File: config.mk
export PLATFORM = sky130hd
export DESIGN_NAME = pair_triple_stim_gen
export DESIGN_NICKNAME = d
export VERILOG_FILES = /design/src/rtl/pair_triple_stim_gen.sv
export SDC_FILE = /design/constraint.sdc
export NUM_CORES = 1
export LEC_CHECK = 0
export ABC_AREA = 1
export ABC_CLOCK_PERIOD_IN_PS = 1700
export CAP_MARGIN = 25
export CORE_MARGIN = 10
export CORE_UTILIZATION = 49
export DETAILED_ROUTE_END_ITERATION = 7
export PLACE_DENSITY = 0.81
export SLEW_MARGIN = 10
export SYNTH_ARGS = -nofsm -noshare
export SYNTH_HDL_FRONTEND = slang
export SYNTH_SLANG_ARGS = --single-unit
File: constraint.sdc
create_clock -name clk -period 1.7 [get_ports clk]
set_input_delay 0.51 -clock clk [delete_from_list [all_inputs] [get_ports clk]]
set_output_delay 0.51 -clock clk [all_outputs]
set_load 0.01 [all_outputs]
File: src/rtl/pair_triple_stim_gen.sv
// ============================================================================
// Module: pair_triple_stim_gen
//
// Purpose
//   On-chip stimulus driver and checker for a 3-input 2-of-3 majority
//   ("pair/triple") detector. It drives every one of the 8 input patterns
//   onto in0/in1/in2 and holds each one for HOLD_CYCLES cycles. On the last
//   cycle of each pattern it samples the detector output and compares it
//   with the majority of the driven pattern. It repeats the sweep
//   NUM_PASSES times. It then reports a saturating mismatch count and the
//   first failing pattern.
//
// Parameters
//   NUM_PASSES   full 8-pattern sweeps per run (>= 1)
//   HOLD_CYCLES  cycles each pattern is held before it is sampled (>= 1)
//   ERR_W        width of the saturating mismatch counter
//
// Ports
//   clk            in   1      clock, rising edge
//   reset          in   1      asynchronous, active-low reset
//   start          in   1      run request, honoured only in IDLE or DONE
//   in0,in1,in2    out  1      pattern driven to the detector (in0 = MSB)
//   dut_out        in   1      detector output, combinational from in*
//   busy           out  1      run in progress
//   done           out  1      run complete, held until the next start
//   err_count      out  ERR_W  mismatch count, saturating
//   first_err_vld  out  1      at least one mismatch seen this run
//   first_err_pat  out  3      {in0,in1,in2} of the first mismatch
//
// Configuration macro
//   PAIR_TRIPLE_STIM_GRAY_EN  when defined, the patterns are swept in Gray
//                             order (000,001,011,010,110,111,101,100).
//                             Otherwise they are swept in binary order.
// ============================================================================
module pair_triple_stim_gen #(
    parameter int NUM_PASSES  = 1,
    parameter int HOLD_CYCLES = 1,
    parameter int ERR_W       = 4
) (
    input  logic             clk,
    input  logic             reset,
    input  logic             start,
    output logic             in0,
    output logic             in1,
    output logic             in2,
    input  logic             dut_out,
    output logic             busy,
    output logic             done,
    output logic [ERR_W-1:0] err_count,
    output logic             first_err_vld,
    output logic [2:0]       first_err_pat
);

    // Counter widths. Each counter is at least one bit wide, so that a
    // degenerate parameter value of 1 still gives legal vectors.
    localparam int PASS_W = (NUM_PASSES  > 1) ? $clog2(NUM_PASSES)  : 1;
    localparam int HOLD_W = (HOLD_CYCLES > 1) ? $clog2(HOLD_CYCLES) : 1;

    localparam logic [PASS_W-1:0] LAST_PASS = PASS_W'(NUM_PASSES - 1);
    localparam logic [HOLD_W-1:0] LAST_HOLD = HOLD_W'(HOLD_CYCLES - 1);
    localparam logic [ERR_W-1:0]  ERR_MAX   = {ERR_W{1'b1}};

    typedef enum logic [1:0] {
        IDLE  = 2'd0,
        DRIVE = 2'd1,
        DONE  = 2'd2
    } state_t;

    state_t            state;
    logic [2:0]        idx;
    logic [PASS_W-1:0] pass_cnt;
    logic [HOLD_W-1:0] hold_cnt;
    logic [2:0]        pat;

    logic              exp_bit;
    logic              sample;
    logic              mismatch;

    // Maps the sweep index to the pattern that is driven. In Gray mode,
    // exactly one detector input toggles between consecutive patterns.
    function automatic logic [2:0] pattern_of(input logic [2:0] i);
`ifdef PAIR_TRIPLE_STIM_GRAY_EN
        return i ^ (i >> 1);
`else
        return i;
`endif
    endfunction

    // The pattern register drives the detector directly. Because of this,
    // in* can change only on clock edges and cannot glitch.
    assign in0 = pat[2];
    assign in1 = pat[1];
    assign in2 = pat[0];

    // Reference majority of the pattern currently held. The detector output
    // is compared with this value only on the last hold cycle of a pattern.
    assign exp_bit  = (pat[2] & pat[1]) | (pat[2] & pat[0]) | (pat[1] & pat[0]);
    assign sample   = (hold_cnt == LAST_HOLD);
    assign mismatch = (dut_out != exp_bit);

    // Single sequencing FSM. IDLE and DONE behave the same way on start:
    // both clear the previous result and begin a new sweep from pattern 0.
    // In DRIVE, start is ignored. The sweep advances one pattern per
    // HOLD_CYCLES cycles. It checks the detector on the edge that leaves
    // each pattern and finishes on the last sample of the final pass.
    always_ff @(posedge clk or negedge reset) begin
        if (!reset) begin
            state         <= IDLE;
            idx           <= 3'd0;
            pass_cnt      <= '0;
            hold_cnt      <= '0;
            pat           <= 3'd0;
            busy          <= 1'b0;
            done          <= 1'b0;
            err_count     <= '0;
            first_err_vld <= 1'b0;
            first_err_pat <= 3'd0;
        end else begin
            case (state)
                IDLE, DONE: begin
                    if (start) begin
                        state         <= DRIVE;
                        busy          <= 1'b1;
                        done          <= 1'b0;
                        err_count     <= '0;
                        first_err_vld <= 1'b0;
                        first_err_pat <= 3'd0;
                        idx           <= 3'd0;
                        pass_cnt      <= '0;
                        hold_cnt      <= '0;
                        pat           <= pattern_of(3'd0);
                    end
                end

                DRIVE: begin
                    if (sample) begin
                        if (mismatch) begin
                            if (err_count != ERR_MAX) begin
                                err_count <= err_count + 1'b1;
                            end
                            if (!first_err_vld) begin
                                first_err_vld <= 1'b1;
                                first_err_pat <= pat;
                            end
                        end
                        hold_cnt <= '0;
                        if (idx == 3'd7) begin
                            idx <= 3'd0;
                            if (pass_cnt == LAST_PASS) begin
                                state <= DONE;
                                busy  <= 1'b0;
                                done  <= 1'b1;
                                pat   <= 3'd0;
                            end else begin
                                pass_cnt <= pass_cnt + 1'b1;
                                pat      <= pattern_of(3'd0);
                            end
                        end else begin
                            idx <= idx + 3'd1;
                            pat <= pattern_of(idx + 3'd1);
                        end
                    end else begin
                        hold_cnt <= hold_cnt + 1'b1;
                    end
                end

                default: begin
                    state <= IDLE;
                    busy  <= 1'b0;
                    done  <= 1'b0;
                    pat   <= 3'd0;
                end
            endcase
        end
    end

endmodule

==> results by group <==
Power and ir drop
  – Design Power: 0.002030 W
  – VDD IR max: 0.001027 V
  – Cell Pwr Density: 1827 nW/µm²
  – Leak pwr: 0.6539 nW

Die
  – Die Y: 62.01 µm
  – Core area: 1708 µm²
  – Die Wd: ~62 µm
  – Initial Utilization: between 50% and 60%
  – IO Count: 17
  – Cell Rows: 15
  – Die footprint: 3845 µm²

Finish
  – Antenna cells: 0
  – Area Overhead vs Synth: 28.51%
  – Number of fill cells: ~150
  – Nets: 133
  – Final Cell Area: 1111 µm²
  – Layout cell share with drive strength beyond 1: 16.80%

GRT
  – Overall Global Routing Usage: 10.96%
  – Vias in the first global route: 736
  – Global route overflow: 0
  – Initial antenna violation count: 0
  – First-pass GRT wire length: 3063 µm
  – Largest net degree at the start of global routing: 18

Route
  – Wire length per cell: 12.37 µm
  – Via count: 745
  – Drt pass-1 iters: 4
  – Post-route DRC: 0
  – Total routed wirelength: 1856 µm
  – Post-route ant nets: 0
  – DR vias/cell: roughly 5.0
  – DR iter-0 viols: 15

Setup path
  – Critical Path Stages: 1
  – CP startpoint kind: flop
  – CP max stage delay: about 0.43 ns
  – Worst path bufs/invs: 1
  – Worst Path Max Fanout: 5
  – Reg-to-Reg Start: err_count[0]
  – Worst path arrival time: 1.03 ns
  – Worst setup path startpoint: err_count[1]
  – Crit Path Class: flop to output pin
  – CP endpoint kind: output pin
  – Reg2Reg Setup Slack: around 0.27 ns
  – Critical R2R Capture: err_count[2]
  – Critical-path top delay cell: dfrtp_1
  – CP Cell Sequence: dlygate4sd2_1
  – CP Capture Point: err_count[1]
  – Worst path required time: 1.19 ns
  – Reg2reg path depth: 8
  – CP top delay family: flip-flops

Timing
  – Setup TNS: 0 ns
  – Final Max Slew Viols: 0
  – Clock Skews: 0.001562 ns
  – Unrepaired setup endpoints after global routing: false
  – Least-Margin Pin Slew: 0.2837 ns
  – Max Freq: 0.6513 GHz
  – Final Hold Vio Count: 0
  – Setup Viol. Count Final: 0
  – Slew HR: between 80 and 90%
  – Crit share post-route: between 90% and 100%
  – Min Tclk post-route: 1.535 ns

Clock network
  – Clk root buf: clkbuf_4
  – Cts hold-fix bufs: 0
  – CTS Buf Count: 3
  – TritonCTS clock tree: yes
  – Num Clock Sinks: 17
  – Clk slew on worst S/H paths: 0.09 ns
  – Clk buf depth: 2
  – CTS H-Tree Depth: 1
  – Worst-skew pair later-pin latency: 0.29 ns

Yosys
  – Async SR Flop Fraction: 100.0%
  – YS warnings: 0
  – Register area share after synthesis: 49.20%
  – Post-synth cell types: 18
  – Cell Area, Synth: 864.6 µm²
  – Post-Syn Area per Cell: 8.646 µm²
  – Synth Instances: 100
  – Top FF cell, synth: dfrtp_1
  – Net count after synthesis: approximately 110
  – Post-synth EDFFs: 0
  – Seq cells post-synth: 17

Job
  – Max-cap viol count: 0

Place
  – GPL Wtd Cong: 0.7792
  – HPWL Detailed: 1420 µm
  – Port buffer count: 16
  – DP Area: approximately 1100 µm²

Worst hold path
  – Hold/Removal Path Class: flop to flop

Outcome
  – Status: completed
## what timing repair did
item / in CTS / in global routing
setup buffers: 2 / 0
pin swaps: 0 / 0
gates resized for setup: 10 / 3
endpoints found under the setup margin: 10 / 3
## flip-flops by register name, summed over array words and instances, names as in the netlist
signal,cells
idx,3
first_err_pat,3
err_count,4
done,1
state,1
busy,1
first_err_vld,1
pat,3
## Yosys cell counts, types with 2 or more instances
library cell | n | share of area, %
nor2_1 | 3 | 1.3
nand2_2 | 4 | 2.9
inv_1 | 13 | 5.6
nand4_1 | 5 | 3.6
nor2_4 | 2 | 2.6
o21ai_0 | 5 | 2.9
inv_2 | 2 | 0.87
nand2_1 | 30 | 13
o22ai_1 | 3 | 2.2
dfrtp_1 | 17 | 49
nand3_1 | 7 | 4.1
ha_1 | 3 | 4.3
## final cells by class
cell class              instances  area, µm²  share of cell area [%]
inverters                      15      56.30                   5.068
clock buffers                   4      26.28                   2.365
multi-input cells              67      371.6                   33.45
repair buffers                 22      200.2                   18.02
flip-flops and latches         17      425.4                   38.29
well taps                      25      31.28                   2.815
## through the flow
step | setup WS, ns | utilization, % | hold WS, ns | instances
final | 0.1646 | 65.05 | 0.4697 | 150
after global routing | 0.1210 | 65.05 | 0.4923 | 150
after CTS | 0.0004962 | 64.62 | 0.4764 | 150
after detailed placement | 0.04259 | 62.93 | 0.4573 | 144
after global placement | 0.06897 | 62.93 | 0.4558 | 144
after floorplan | 0.4216 | - | 0.2144 | 100
## routing by layer
metal	share of wire, %	up-vias	wire [µm]	track usage (%)
li1	-	368	-	-
met1	41	352	762	11.71
met2	49	20	902	17.84
met3	8.1	5	150	4.268
met4	2.2	0	40	6.688
met5	0	-	0	0
## cells by family (layout without fill, tap and decap cells)
kind of cell / Yosys count / count (layout) / synth area share (%)
AND/OR/NAND/NOR: 54 / 54 / 30.68
AO/OA/AOI/OAI: 9 / 9 / 6.947
XOR/XNOR: 1 / 1 / 1.013
buffers and inverters: 16 / 41 / 7.815
flip-flops: 17 / 17 / 49.20
adder cells (fa/ha/maj): 3 / 3 / 4.342
## how the worst min path moves through the flow
stage	cells after the start	end	startpoint	slack, ns
after detailed placement	2	first_err_pat[1]	first_err_pat[1]	0.46
after floorplan	0	busy	reset	0.21
after global placement	2	first_err_pat[2]	first_err_pat[2]	0.46
final	2	first_err_pat[2]	first_err_pat[2]	0.47
after CTS	2	first_err_pat[1]	first_err_pat[1]	0.48
after global routing	2	first_err_pat[2]	first_err_pat[2]	0.49
## power breakdown
part | leakage [nW] | internal [W] | switching [W]
logic | 0.424 | 0.000450 | 0.000673
registers | 0.215 | 0.000581 | 0.000109
clock network | 0.0150 | 0.0000915 | 0.000124
total | 0.654 | 0.00112 | 0.000907
## placed cells by master (no fill, tap or decap)
cell             netlist  routed
inv_2                  2       2
or2_2                  1       1
dlygate4sd2_1          0      10
nand2_2                4       4
nor2_4                 2       2
clkdlybuf4s50_1        0       3
dlymetal6s2s_1         0       3
nor2_1                 3       3
o21ai_4                1       1
clkbuf_1               0       1
nand3_2                1       1
ha_1                   3       3
xnor2_1                1       1
o22ai_1                3       3
nand2_4                1       1
nand4_1                5       5
buf_4                  0       6
clkbuf_4               0       3
nand3_1                7       7
dfrtp_1               17      17
nand2_1               30      30
o21ai_0                5       5
inv_1                 13      13
No activity file was read; power rests on OpenSTA's default activity.
